$ cat src/rtl/counter_chain_ctrl.sv
// Sequencer for a pair of chained 32-bit counters: loads, starts, stops, and
// takes tear-free 64-bit snapshots by re-reading the high word.
module counter_chain_ctrl #(
    parameter int MAX_RETRY = 3
) (
    input  logic        wb_clk_i,
    input  logic        wb_rst_i,
    input  logic        cmd_valid,
    output logic        cmd_ready,
    input  logic [1:0]  cmd_op,
    input  logic [63:0] cmd_period,
    input  logic [2:0]  cmd_mode,
    output logic        rsp_valid,
    output logic [63:0] rsp_value,
    output logic        rsp_err,
    output logic        lo_cfg_we,
    output logic        hi_cfg_we,
    output logic [3:0]  lo_val_we,
    output logic [3:0]  hi_val_we,
    output logic [3:0]  lo_dat_we,
    output logic [3:0]  hi_dat_we,
    output logic [31:0] lo_di,
    output logic [31:0] hi_di,
    input  logic [31:0] lo_dat_do,
    input  logic [31:0] hi_dat_do
);

    localparam int RW = (MAX_RETRY < 1) ? 1 : $clog2(MAX_RETRY + 1);
    localparam logic [RW-1:0] MAX_R = RW'(MAX_RETRY);

    localparam logic [1:0] OP_LOAD  = 2'd0;
    localparam logic [1:0] OP_START = 2'd1;
    localparam logic [1:0] OP_STOP  = 2'd2;
    localparam logic [1:0] OP_SNAP  = 2'd3;

    typedef enum logic [3:0] {
        IDLE, LD_CFG, LD_VAL, LD_DAT, ST_HI, ST_LO, SP_LO, SP_HI,
        RD_H1, RD_L, RD_H2, RSP
    } state_t;

    state_t        state_q, state_d;
    logic [63:0]   period_q, period_d;
    logic [2:0]    mode_q, mode_d;
    logic [RW-1:0] retry_q, retry_d;
    logic [31:0]   h1_q, h1_d, l_q, l_d;
    logic          lo_cfg_we_q, lo_cfg_we_d, hi_cfg_we_q, hi_cfg_we_d;
    logic [3:0]    lo_val_we_q, lo_val_we_d, hi_val_we_q, hi_val_we_d;
    logic [3:0]    lo_dat_we_q, lo_dat_we_d, hi_dat_we_q, hi_dat_we_d;
    logic [31:0]   lo_di_q, lo_di_d, hi_di_q, hi_di_d;
    logic          rsp_valid_q, rsp_valid_d, rsp_err_q, rsp_err_d;
    logic [63:0]   rsp_value_q, rsp_value_d;

    // mode is {irq_ena, updown, oneshot}; irq_ena only ever lands in the high word
    function automatic logic [31:0] cfg_word(input logic [2:0] m, input logic hi_word,
                                             input logic en);
        return {27'd0, hi_word & m[2], 1'b1, m[1], m[0], en};
    endfunction

    assign cmd_ready = (state_q == IDLE) && !wb_rst_i;

    always_comb begin
        state_d     = state_q;
        period_d    = period_q;
        mode_d      = mode_q;
        retry_d     = retry_q;
        h1_d        = h1_q;
        l_d         = l_q;
        lo_cfg_we_d = 1'b0;
        hi_cfg_we_d = 1'b0;
        lo_val_we_d = 4'h0;
        hi_val_we_d = 4'h0;
        lo_dat_we_d = 4'h0;
        hi_dat_we_d = 4'h0;
        lo_di_d     = lo_di_q;
        hi_di_d     = hi_di_q;
        rsp_valid_d = 1'b0;
        rsp_value_d = rsp_value_q;
        rsp_err_d   = rsp_err_q;
        case (state_q)
            IDLE: begin
                if (cmd_valid && cmd_ready) begin
                    case (cmd_op)
                        OP_LOAD: begin
                            state_d     = LD_CFG;
                            period_d    = cmd_period;
                            mode_d      = cmd_mode;
                            lo_cfg_we_d = 1'b1;
                            hi_cfg_we_d = 1'b1;
                            lo_di_d     = 32'd0;
                            hi_di_d     = 32'd0;
                        end
                        OP_START: begin
                            state_d     = ST_HI;
                            hi_cfg_we_d = 1'b1;
                            hi_di_d     = cfg_word(mode_q, 1'b1, 1'b1);
                        end
                        OP_STOP: begin
                            state_d     = SP_LO;
                            lo_cfg_we_d = 1'b1;
                            lo_di_d     = cfg_word(mode_q, 1'b0, 1'b0);
                        end
                        OP_SNAP: begin
                            state_d = RD_H1;
                            retry_d = '0;
                        end
                        default: state_d = IDLE;
                    endcase
                end
            end
            LD_CFG: begin
                state_d     = LD_VAL;
                lo_val_we_d = 4'hF;
                hi_val_we_d = 4'hF;
                lo_di_d     = period_q[31:0];
                hi_di_d     = period_q[63:32];
            end
            LD_VAL: begin
                // up-counters start from zero, down-counters from the period
                state_d     = LD_DAT;
                lo_dat_we_d = 4'hF;
                hi_dat_we_d = 4'hF;
                lo_di_d     = mode_q[1] ? 32'd0 : period_q[31:0];
                hi_di_d     = mode_q[1] ? 32'd0 : period_q[63:32];
            end
            ST_HI: begin
                state_d     = ST_LO;
                lo_cfg_we_d = 1'b1;
                lo_di_d     = cfg_word(mode_q, 1'b0, 1'b1);
            end
            SP_LO: begin
                state_d     = SP_HI;
                hi_cfg_we_d = 1'b1;
                hi_di_d     = cfg_word(mode_q, 1'b1, 1'b0);
            end
            RD_H1: begin
                state_d = RD_L;
                h1_d    = hi_dat_do;
            end
            RD_L: begin
                state_d = RD_H2;
                l_d     = lo_dat_do;
            end
            RD_H2: begin
                if (hi_dat_do == h1_q) begin
                    state_d     = RSP;
                    rsp_valid_d = 1'b1;
                    rsp_value_d = {h1_q, l_q};
                    rsp_err_d   = 1'b0;
                end else if (retry_q < MAX_R) begin
                    state_d = RD_H1;
                    retry_d = retry_q + RW'(1);
                end else begin
                    state_d     = RSP;
                    rsp_valid_d = 1'b1;
                    rsp_value_d = {hi_dat_do, l_q};
                    rsp_err_d   = 1'b1;
                end
            end
            default: state_d = IDLE;
        endcase
    end

    always_ff @(posedge wb_clk_i) begin
        if (wb_rst_i) begin
            state_q     <= IDLE;
            period_q    <= 64'd0;
            mode_q      <= 3'd0;
            retry_q     <= '0;
            h1_q        <= 32'd0;
            l_q         <= 32'd0;
            lo_cfg_we_q <= 1'b0;
            hi_cfg_we_q <= 1'b0;
            lo_val_we_q <= 4'h0;
            hi_val_we_q <= 4'h0;
            lo_dat_we_q <= 4'h0;
            hi_dat_we_q <= 4'h0;
            lo_di_q     <= 32'd0;
            hi_di_q     <= 32'd0;
            rsp_valid_q <= 1'b0;
            rsp_value_q <= 64'd0;
            rsp_err_q   <= 1'b0;
        end else begin
            state_q     <= state_d;
            period_q    <= period_d;
            mode_q      <= mode_d;
            retry_q     <= retry_d;
            h1_q        <= h1_d;
            l_q         <= l_d;
            lo_cfg_we_q <= lo_cfg_we_d;
            hi_cfg_we_q <= hi_cfg_we_d;
            lo_val_we_q <= lo_val_we_d;
            hi_val_we_q <= hi_val_we_d;
            lo_dat_we_q <= lo_dat_we_d;
            hi_dat_we_q <= hi_dat_we_d;
            lo_di_q     <= lo_di_d;
            hi_di_q     <= hi_di_d;
            rsp_valid_q <= rsp_valid_d;
            rsp_value_q <= rsp_value_d;
            rsp_err_q   <= rsp_err_d;
        end
    end

    assign lo_cfg_we = lo_cfg_we_q;
    assign hi_cfg_we = hi_cfg_we_q;
    assign lo_val_we = lo_val_we_q;
    assign hi_val_we = hi_val_we_q;
    assign lo_dat_we = lo_dat_we_q;
    assign hi_dat_we = hi_dat_we_q;
    assign lo_di     = lo_di_q;
    assign hi_di     = hi_di_q;
    assign rsp_valid = rsp_valid_q;
    assign rsp_value = rsp_value_q;
    assign rsp_err   = rsp_err_q;

endmodule

$ cat config.mk
export PLATFORM = sky130hd
export DESIGN_NAME = counter_chain_ctrl
export DESIGN_NICKNAME = d
export VERILOG_FILES = /design/src/rtl/counter_chain_ctrl.sv
export SDC_FILE = /design/constraint.sdc
export NUM_CORES = 1
export LEC_CHECK = 0
export ABC_AREA = 1
export BUFFER_PORTS_ARGS = -buffer_cell sky130_fd_sc_hd__buf_2
export CORE_MARGIN = 2
export CORE_UTILIZATION = 52
export CTS_BUF_LIST = sky130_fd_sc_hd__clkbuf_16
export CTS_CLUSTER_DIAMETER = 50
export DETAILED_ROUTE_END_ITERATION = 6
export PLACE_DENSITY = 0.79
export SETUP_SLACK_MARGIN = 0.3
export SYNTH_ARGS = -nofsm -noshare
export SYNTH_HDL_FRONTEND = slang
export SYNTH_SLANG_ARGS = --single-unit
$ cat constraint.sdc
create_clock -name wb_clk_i -period 1.7 [get_ports wb_clk_i]
set_input_delay 0.085 -clock wb_clk_i [delete_from_list [all_inputs] [get_ports wb_clk_i]]
set_output_delay 0.085 -clock wb_clk_i [all_outputs]
set_load 0.1 [all_outputs]
---- After elaboration in Yosys (flattened, before gate mapping) ----
Cells that the tools add are included.
cells by class
  multiplexer cells ....................... 32
  $add $sub $neg .......................... 1
  eq/ne operators ......................... 18
  $mul .................................... 0
  order comparisons ....................... 1
  shifts and indexed selects .............. 0
  divide/modulo/power cells ............... 0
  reductions and logical operators ........ 16
  bitwise logic cells ..................... 1
operators by type and width
  cell                                                   count
  one-hot mux 32 bit (4 select lines)                    2
  two-way mux 32 bit                                     4
  two-way mux 64 bit                                     2
  one-hot mux 32 bit (2 select lines)                    2
  == test 32 bit                                         1
  one-hot mux 4 bit (8 select lines)                     1
  one-hot mux 4 bit (4 select lines)                     1
  == test 4 bit, second input constant                   3
  two-way mux 2 bit                                      6
  two-way mux 4 bit                                      3
  AND reduction 3 bit                                    3
  == test 4 x 3 -> 1 bit, second input constant          2
  two-way mux 1 bit                                      8
  nonzero test 4 bit                                     2
  inequality test 2 bit, second input constant           3
  inequality test 3 x 1 -> 1 bit, second input constant  2
  OR reduction 2 bit                                     3
  AND reduction 5 bit                                    1
  == test 2 bit, second input constant                   2
  == test 4 x 1 -> 1 bit, second input constant          1
  == test 4 x 2 -> 1 bit, second input constant          1
  zero test 4 bit                                        1
  inequality test 2 x 1 -> 1 bit, second input constant  2
  one-hot mux 1 bit (2 select lines)                     2
  10 further kinds                                       11
word-level totals
  memories ................................ 0
  flip-flop bits (word level) ............. 277
  bits in latches ......................... 0
  bits in writable memories ............... 0
  logic and storage cells ................. 84
  bits in read-only memories .............. 0

---- Longest topological paths before layout ----
Gate-level depths: netlist (run 1).
  depth in word-level cells ............... 5
  gate-level depth with buffers ........... 14
  mapped depth without buffers ............ 13

---- Worst setup path before layout (run 1) ----
No wires, ideal clock.
  path type ............................... register -> register
  from .................................... register state_q[2]
  to ...................................... register lo_di_q[23] (netlist: lo_di[23])
  arrival ................................. 1.975 ns
  stages on the path, launching flop included .. 12
  slack ................................... -0.403 ns
  cells stage by stage .................... dfxtp_1 > nor2_4 > nand2_2 > nor2_4 > nand2_2 > nand2_2 > nand2_1 > nor2_2 > inv_2 > buf_6 > a22oi_1 > nor2_1
between the ends
  cells in the longest elaborated chain, start to end .. 5
  elaborated cells between the ends (all ways) .. 11
  those cells by class .................... eq/ne (5); mux (1); reduce/logical (5)
ends and longest elaborated chain
  what                                             line  text
  start, declared                                  41    state_t state_q, state_d;
  start signal, assigned                           183   state_q <= state_d;
  zero test 4 bit                                  59    assign cmd_ready = (state_q == IDLE) && !wb_rst_i;
  logical AND 1 bit                                59
  named net cmd_ready                              9     output logic cmd_ready,
  logical AND 1 bit                                81    if (cmd_valid && cmd_ready) begin
  inequality test 2 x 1 -> 1 bit (no source line)  n/a
  AND reduction 3 bit (no source line)             n/a
  end signal, assigned                             195   lo_di_q <= lo_di_d;
  end, declared                                    49    logic [31:0] lo_di_q, lo_di_d, hi_di_q, hi_di_d;
The timed path passes the listed nets, and every way through them passes these cells.
A chain may end at the register's enable or synchronous reset.

---- Final worst setup path (run 1) ----
  from .................................... register state_q[1]
  to ...................................... register hi_di_q[27] (netlist: hi_di[27])
between the ends
  cells in the longest elaborated chain, start to end .. 5
  elaborated cells between the ends (all ways) .. 11
  those cells by class .................... eq/ne (5); mux (1); reduce/logical (5)
ends and longest elaborated chain
  what                                             line    text
  zero test 4 bit                                  59, 79
  logical AND 1 bit                                59
  logical AND 1 bit                                81
  inequality test 2 x 1 -> 1 bit (no source line)  n/a
  AND reduction 3 bit (no source line)             n/a
  end signal, assigned                             196     hi_di_q <= hi_di_d;
  end, declared                                    49
Several ways; a longest one is shown, not always the timed one.

==> summary.txt, run 1 <==
Power
  • Max VDD drop: 1.15 mV
  • Power Dens Cells: between 1000 and 1500 mW/mm^2
  • Static Leak: around 7 nW
  • Tot Pwr: between 20 and 25 mW

Placement
  • Final HPWL DP: 17700 um
  • PortBufs: ~280
  • Placed inst area: between 0.01 and 0.015 sq mm
  • Placed insts: around 1800
  • GPL Wtd Cong: around 0.89

STA
  • Slew margin rel.: 50.5%
  • Clock Skew: 28.5 ps
  • # setup viols final: 115
  • Setup total negative slack: -4180 ps
  • Worst Setup Slack, final: -503 ps
  • Post-route clock period utilization: 130%
  • Final Hold Violating Endpoints: 0
  • RSZ-0062 raised after global routing: true
  • Fmax: about 450 MHz
  • Worst slew pin tran: about 740 ps
  • Slew Limit Fails: 0
  • Tmin final: 2200 ps

Critical path
  • FF-to-FF setup slack: -500 ps
  • Most numerous cell on the critical path: nand2_4
  • Crit-path leading delay family: simple AND/OR/NAND/NOR gates
  • CP arrival: between 2000 and 3000 ps
  • Worst Path Max Fanout: 36
  • CP startpoint kind: register
  • CP peak stage delay: approximately 580 ps
  • WP buf/inv: 2
  • Crit path cell chain: nor2_4, nand2_4, nor2_4, nand2_4, inv_2, o21ai_2, nand2_2, nand2_4, clkinv_8, nor2_1, nor3_1
  • CP max-delay cell: nor3_1
  • CP required: between 2000 and 2500 ps
  • R2R cell count: 11
  • Crit path launch: state_q[1]
  • Critical path capture point type: register
  • Setup CP Type: register to register
  • R2r startpoint: state_q[1]
  • CP Depth: 11

Yosys
  • Post-synthesis compound-gate area fraction: approximately 15%
  • Post-Syn Instances: approximately 1300
  • Post-synthesis mux area share: 0%
  • Seq/Total Area, Yosys: ~53%
  • Largest family of logic cells by synthesized area: simple AND/OR/NAND/NOR gates
  • Mapped Nets: roughly 1500
  • Synth warn: 0
  • Yosys reg bits: 271
  • Top FF cell, synth: dfxtp_1
  • EDFF count, synth: 0
  • Avg Inst Size Synth: 7.77 sq um
  • Synth Area in XOR/XNOR: between 1.5 and 2%
  • Synth Area in Adders: less than 1%
  • Cell Area, Synth: ~0.010 sq mm
  • Synth unique cells: 29
  • Synth Area in Simple Gates: between 20% and 30%
  • Ys async rst share: 0%

Die
  • Initial Utilization: between 50% and 60%
  • Core area: slightly below 0.02 sq mm
  • Die W: ~140 um
  • Core Rows: just over 50
  • Die Height: around 140 um
  • I/O pin count: about 290
  • DIE AREA: around 0.021 sq mm

Drt
  • Vias: 11900
  • Initial DRT Pass Iterations: 5
  • Starting DRT DRC Count: 1010
  • Drc violations: 0
  • Drt total wl: ~44000 um
  • ANT nets after route: 0
  • Routed length per instance: roughly 21 um
  • Vias per inst: roughly 5.8

Clock network
  • Deepest clock path buffer count: 3
  • CTS H-tree depth: 1
  • Worst skew pair latency: between 500 and 600 ps
  • CTS clk-pin slew, worst paths: around 60 ps
  • CTS tree: yes
  • CTS Sinks: ~270
  • Root buffer selected by CTS: clkbuf_16
  • CTS buffer count: 30

Hold path
  • WHS Path Cells: 4
  • Critical hold path startpoint: cmd_op[0]
  • Hold WC Path Type: input port to register

GRT
  • Tot GR Track Use: 30.5%
  • Pin count of the biggest net entering global routing: between 100 and 150
  • First-pass GRT wire length: just over 50000 um
  • Antenna violations before repair: 2
  • Gr ovfl total: 0
  • Number of global-route vias before repair: 10600

Cells and area
  • Finished Core Util: between 80 and 90%
  • Layout area overhead: 60.9%
  • Final instance area: 0.0166 sq mm
  • Layout cells sized above 1: 38.3%
  • Final Non-Filler Cells: ~2000
  • Post-layout net count: ~1900

Status
  • Outcome: finished, violations left
  • Failing checks: negative setup slack

Flow run
  • Max-Cap Viols: 0
sequential cells by signal (all words and copies together), names as in the netlist:
name	count
h1_q	32
hi_dat_we	1
hi_cfg_we	1
rsp_valid	1
hi_val_we	1
lo_cfg_we	1
rsp_value	64
state_q	4
lo_di	32
l_q	32
retry_q	2
period_q	64
hi_di	32
mode_q	3
rsp_err	1
stage by stage:
stage	hold slack (ps)	worst slack, ps
floorplan	220	-317
global placement	304	66.5
detailed placement	312	5.07
CTS	80.3	51.7
global route	187	-502
finish	185	-503
cells by family after synthesis:
| logic type | after synthesis |
|---|---|
| and+or+nand+nor | 582 |
| AOI/OAI and AO/OA | 296 |
| adders and majority gates | 5 |
| buffers and inverters | 152 |
| DFF | 271 |
| xor gates and xnor gates | 21 |
layer usage:
layer	part of all wire (%)	track usage, %
met5	0.023	0
met3	9.8	6.71
met1	35	36.4
met4	6.5	14.5
met2	49	52.3
final timing paths:
path | to
hold reg to reg | rsp_value[8]
setup reg to reg | hi_di[27]
setup / recovery | hi_di[27]
hold / removal | hi_cfg_we
tightest hold or removal path, cell delays in order:
cell     delay, ps
buf_2          120
ha_1           220
o21ai_2         90
a21oi_1        160
where the power goes:
part / internal (mW) / leakage, nW / switching, mW
Combinational: 3.00 / 4.41 / 6.58
Sequential: 6.97 / 2.20 / 0.456
Clock: 3.90 / 0.522 / 2.74
Total: 13.9 / 7.13 / 9.77
timing repair:
item                                   CTS  global route
hold buffers                           133             0
cloned                                   4            27
gates resized for setup                 88           315
buffers inserted                         9             5
setup endpoints to repair              316           410
pin swaps                               12            94
endpoints found under the hold margin  165             0
cell usage in the layout, fill, tap and decap left out, types with 3 or more instances in the layout:
master	n
buf_2	282
dfxtp_1	255
nor2_1	232
nand2_1	152
dlygate4sd3_1	133
o21ai_0	82
a21oi_1	81
nor2_4	60
inv_1	52
clkbuf_16	49
o21ai_2	45
nand3_1	36
a21oi_2	34
nor2_2	29
nand2_2	29
a22oi_2	27
nor3_1	24
buf_12	23
buf_4	18
xnor2_1	17
dfxtp_2	15
buf_6	10
o21ai_1	9
nand2_4	8
a22oi_1	7
inv_2	6
buf_8	6
buf_16	6
ha_1	5
clkinv_1	5
a31oi_1	4
clkinv_2	4
nor3_2	4
xnor2_2	4
bufinv_16	4
o21ai_4	3
nand4_1	3
cell usage after synthesis (6+ instances only):
cell type  number  area [sq um]
nand2_1       184           691
a22oi_1        34           255
buf_6           6          67.6
o21ai_0       137           686
nand3_1        38           190
clkbuf_1       56           210
a21oi_1       116           581
buf_4          14           105
xnor2_1        21           184
inv_1          47           176
dfxtp_1       271          5430
nor3_1         28           140
nor2_1        312          1170
buf_2          24           120
cell type report:
cell class,count,area (sq um)
timing repair buffer,497,4190
clock inverter,25,219
antenna,2,5.00
fill,948,2890
multi-input combinational,905,5350
clock buffer,31,776
timing repair inverter,1,20.0
tap,265,332
sequential,271,5450
inverter,52,238
No activity file was read; power rests on OpenSTA's default activity.
==> inputs of run 2 (changes only) <==
- MAX_ROUTING_LAYER: not set -> met4
- TNS_END_PERCENT: not set -> 50
==> run 2 against run 1 <==
Against the previous run: worst setup slack better by 360 ps; via count rose by 1.2%; wire length increased by 0.80%; clock power fell by 5.3%; worst hold slack got worse by 160 ps; final area up 2.4%; critical path depth stayed put; the run ends with design-rule violations, negative setup slack left; first-iteration DRC count shrank 1.4%; global-route usage up 1.1 points; clock skew down 14 ps; sequential share of layout area shrank 0.75 points.
==> summary.txt, run 2 (same netlist as run 1, synthesis figures left out) <==
Drt
  • Vias per inst: about 5.8
  • Routed length per instance: between 20 and 25 um
  • ANT nets after route: 0
  • Initial DRT Pass Iterations: 7
  • Drc violations: 1
  • Drt total wl: between 40000 and 50000 um
  • Starting DRT DRC Count: between 900 and 1000
  • Vias: ~12000

Cells and area
  • Reg area: about 0.0054 sq mm
  • Final Non-Filler Cells: around 2100
  • Layout area overhead: 64.7%
  • Area of the multi-input gates: roughly 0.0055 sq mm
  • Post-layout net count: about 1900
  • Fill cells: roughly 870
  • Most frequent cells in the layout: 275 x nor2_1, 274 x buf_2, 260 x dfxtp_1
  • Commonest non-fill, non-tap cell in the layout: nor2_1
  • Finished Core Util: around 87%
  • Final instance area: approximately 0.017 sq mm
  • Layout cells sized above 1: about two fifths

Clock network
  • CTS clk-pin slew, worst paths: about 60 ps
  • CTS H-tree depth: 1
  • CTS buffer count: 30
  • CTS tree: yes
  • Worst skew pair latency: between 500 and 600 ps
  • CTS Sinks: roughly 270
  • Deepest clock path buffer count: 3
  • Root buffer selected by CTS: clkbuf_16

GRT
  • Gr ovfl total: 0
  • Tot GR Track Use: between 30% and 40%
  • First-pass GRT wire length: a little over 50000 um
  • Pin count of the biggest net entering global routing: between 100 and 150
  • Number of global-route vias before repair: 10600
  • Antenna violations before repair: 3

Critical path
  • CP required: approximately 2200 ps
  • Critical path capture point type: register
  • Worst Path Max Fanout: 6
  • Setup CP Type: register to register
  • CP startpoint kind: register
  • CP arrival: 2310 ps

STA
  • Hold slack: around 23 ps
  • Slew Limit Fails: 0
  • # setup viols final: 172
  • Slew margin rel.: 61.6%
  • Worst Setup Slack, final: -146 ps
  • Fmax: 542 MHz
  • RSZ-0062 raised after global routing: true
  • Final Hold Violating Endpoints: 0
  • Setup total negative slack: -9360 ps
  • Clock Skew: roughly 15 ps
  • Tmin final: about 1800 ps
  • Worst slew pin tran: between 500 and 600 ps
  • Post-route clock period utilization: 109%

Placement
  • PortBufs: 284
  • Placed inst area: between 0.01 and 0.015 sq mm
  • GPL Wtd Cong: 0.874
  • Final HPWL DP: 17100 um
  • Placed insts: 1812
  • Pre-CTS setup slack: -96.2 ps

Die
  • Die W: 145 um
  • Die Height: 145 um
  • Core area: between 0.015 and 0.02 sq mm
  • DIE AREA: 0.0210 sq mm
  • I/O pin count: about 290
  • Initial Utilization: between 50% and 60%
  • Core Rows: between 50 and 60

Status
  • Failing checks: design-rule violations, negative setup slack
  • Outcome: finished, violations left

Power
  • Power Dens Cells: approximately 1500 mW/mm^2
  • Max VDD drop: roughly 1.0 mV
  • Tot Pwr: 25.2 mW
  • Static Leak: between 7 and 8 nW

Flow run
  • Max-Cap Viols: 0

Hold path
  • Hold WC Path Type: input port to register
[run 2: cell count changes in the layout (fill, tap and decap cells not counted), moves of 17 or more]
cell / previous run / this run
a21oi_1: 81 / 63
buf_6: 10 / 31
nand2_1: 152 / 135
nand2_4: 8 / 27
nor2_1: 232 / 275
nor2_4: 60 / 29
[run 2: per-layer routing]
metal / vias up / wire length, um / track usage, %
met5: - / 0 / -
met4: 0 / 3040 / 15.1
met3: 281 / 4340 / 5.96
met2: 883 / 21500 / 53.6
met1: 5683 / 15200 / 36.2
li1: 5244 / - / -
[run 2: timing repair]
item                                    4_1_cts  5_1_grt
cloned                                        8       31
resized for setup                            66      404
pin swaps                                    14      123
hold buffers                                132        0
endpoints found under the setup margin      334      413
endpoints found under the hold margin       166        0
setup buffers                                10       21
[run 2: layout make-up]
| class | instances | area share (%) |
|---|---|---|
| Antenna cell | 4 | 0.0590 |
| Clock buffer | 31 | 4.57 |
| Clock inverter | 20 | 0.944 |
| Inverter | 52 | 1.32 |
| Multi-Input combinational cell | 905 | 32.3 |
| Sequential cell | 271 | 32.1 |
| Tap cell | 265 | 1.95 |
| Timing Repair Buffer | 515 | 26.1 |
| Timing Repair inverter | 6 | 0.627 |
[run 2: worst paths after layout]
kind              cells after the start            end     start  slack (ps)
setup / recovery                     11  rsp_value[47]  h1_q[22]        -150
hold / removal                        5     state_q[2]  wb_rst_i          20
setup reg to reg                     11  rsp_value[47]  h1_q[22]        -150
hold reg to reg                       2  rsp_value[17]   l_q[17]         460
[run 2: power by group]
part / internal (mW) / switching, mW / leakage (nW) / total, mW
clock network: 3.59 / 2.69 / 0.479 / 6.29
logic: 4.00 / 7.48 / 4.86 / 11.5
registers: 6.97 / 0.504 / 2.20 / 7.47
[run 2: critical path: stages, from the launching register on]
cell       delay (ps)
dfxtp_2           330
xnor2_2           130
nand2_1            90
nor2_1            130
nand2_1           130
nor2_4            180
nand3_4           130
nand2_8           130
buf_12            120
clkbuf_16         140
o21ai_0            70
nor2_1            180
==> inputs of run 3 (changes only) <==
- SETUP_SLACK_MARGIN: 0.3 -> 0.05
==> run 3 against run 2 <==
Against the previous run: the run ends with negative setup slack left; via count down 7.0%; final area decreased by 6.4%; largest power group unchanged; sequential power shrank 2%; largest cell class is now registers; power fell by 9.9%; highest routed layer unchanged; die area unchanged; critical endpoint is now rsp_value[55].
==> summary.txt, run 3 (same netlist as run 1, synthesis figures left out) <==
STA
  • Worst Setup Slack, final: -141 ps
  • Worst slew pin tran: between 600 and 700 ps
  • Tmin final: between 1500 and 2000 ps
  • Final Hold Violating Endpoints: 0
  • Post-route clock period utilization: 108%
  • Slew margin rel.: between 50% and 60%
  • Setup total negative slack: -6230 ps
  • # setup viols final: 131
  • Slew Limit Fails: 0
  • RSZ-0062 raised after global routing: true
  • Fmax: ~540 MHz
  • Clock Skew: between 10 and 15 ps
  • Hold slack: between 100 and 150 ps

Critical path
  • CP required: between 2000 and 2500 ps
  • Crit-path leading delay family: simple AND/OR/NAND/NOR gates
  • CP startpoint kind: register
  • CP peak stage delay: between 300 and 400 ps
  • CP arrival: around 2300 ps
  • WP buf/inv: 2
  • CP max-delay cell: dfxtp_2
  • Worst Path Max Fanout: 8
  • Critical path capture point type: register
  • Setup CP Type: register to register
  • Crit path cell chain: xnor2_2, nand2_1, nor2_1, nand2_1, nor2_2, nand2_1, nand2_2, nand2_4, buf_6, buf_16, nor2_1, nor2_1

Drt
  • Vias per inst: between 5 and 6
  • Initial DRT Pass Iterations: 6
  • Starting DRT DRC Count: approximately 800
  • Drc violations: 0
  • ANT nets after route: 0
  • Vias: around 11000
  • Drt total wl: around 37000 um
  • Routed length per instance: about 18 um

Cells and area
  • Finished Core Util: about four fifths
  • Layout area overhead: 54.2%
  • Fill cells: roughly 1100
  • Post-layout net count: between 1500 and 2000
  • Most frequent cells in the layout: 283 x buf_2, 269 x nor2_1, 263 x dfxtp_1
  • Commonest non-fill, non-tap cell in the layout: buf_2
  • Layout cells sized above 1: between 30% and 40%

GRT
  • Tot GR Track Use: approximately 30%
  • First-pass GRT wire length: 49800 um
  • Antenna violations before repair: 4
  • Gr ovfl total: 0
  • Number of global-route vias before repair: 10200
  • Pin count of the biggest net entering global routing: 131

Die
  • Die Height: between 100 and 150 um
  • I/O pin count: 285
  • Core area: ~0.019 sq mm
  • Initial Utilization: 52.9%
  • DIE AREA: 0.0210 sq mm
  • Core Rows: 51
  • Die W: roughly 140 um

Clock network
  • CTS tree: yes
  • CTS Sinks: 271
  • Worst skew pair latency: roughly 540 ps
  • CTS H-tree depth: 1
  • Root buffer selected by CTS: clkbuf_16
  • Deepest clock path buffer count: 3
  • CTS buffer count: 29
  • CTS clk-pin slew, worst paths: approximately 70 ps

Placement
  • PortBufs: roughly 280
  • Final HPWL DP: ~17000 um
  • GPL Wtd Cong: roughly 0.9

Hold path
  • Hold WC Path Type: input port to register

Status
  • Failing checks: negative setup slack
  • Outcome: finished, violations left

Power
  • Static Leak: between 6 and 7 nW
  • Power Dens Cells: around 1400 mW/mm^2
  • Max VDD drop: 1.55 mV

Flow run
  • Max-Cap Viols: 0
run 3: layer usage:
metal	vias to the layer above	GRT usage [%]	share of wire [%]
li1	5162	-	-
met2	622	49.3	49
met4	0	12.0	4.3
met1	5320	36.7	39
met3	135	5.40	7.9
met5	-	-	0
run 3: what timing repair did:
| item | in CTS | in global routing |
|---|---|---|
| setup endpoints to repair | 140 | 234 |
| pin swaps | 13 | 44 |
| gates resized for setup | 68 | 222 |
| gates cloned | 6 | 16 |
| setup buffers | 3 | 16 |
| hold buffers | 133 | 0 |
| hold endpoints to repair | 166 | 0 |
run 3: area by class of cell:
type	instances	area, sq um	share of cell area, %
inverter	52	226	1.43
tap	265	332	2.09
antenna	4	10.0	0.0630
clock buffer	29	726	4.57
timing repair inverter	2	17.5	0.110
timing repair buffer	488	3870	24.3
multi-input combinational	904	5080	32.0
clock inverter	23	188	1.18
sequential	271	5440	34.2
run 3: tightest hold or removal path: stages:
cell and delay (ps):
buf_2 110, ha_1 200, a22oi_1 100, a21oi_1 130
run 3: stage by stage:
stage / power, mW / instance area [sq um] / cells / worst slack [ps]
floorplan: 12.7 / 10400 / 1327 / -352
global placement: 13.9 / 12000 / 1808 / 5.20
detailed placement: 14.1 / 12000 / 1808 / -77.8
CTS: 20.5 / 14600 / 2002 / -3.87
global route: 23.6 / 15900 / 2038 / -223
finish: 22.8 / 15900 / 2038 / -141
run 3: worst paths after layout:
| kind | slack (ps) | to | cells after the start | startpoint |
|---|---|---|---|---|
| hold / removal | 130 | hi_di[0] | 4 | cmd_op[0] |
| setup / recovery | -140 | rsp_value[55] | 12 | h1_q[11] |
| hold reg to reg | 460 | rsp_value[16] | 2 | rsp_value[16] |
| setup reg to reg | -140 | rsp_value[55] | 12 | h1_q[11] |
run 3: where the power goes:
part | total (mW) | internal (mW) | leakage [nW] | switching [mW]
clock network | 6.15 | 3.55 | 0.464 | 2.60
logic | 9.25 | 2.96 | 4.30 | 6.29
registers | 7.35 | 6.96 | 2.20 | 0.390
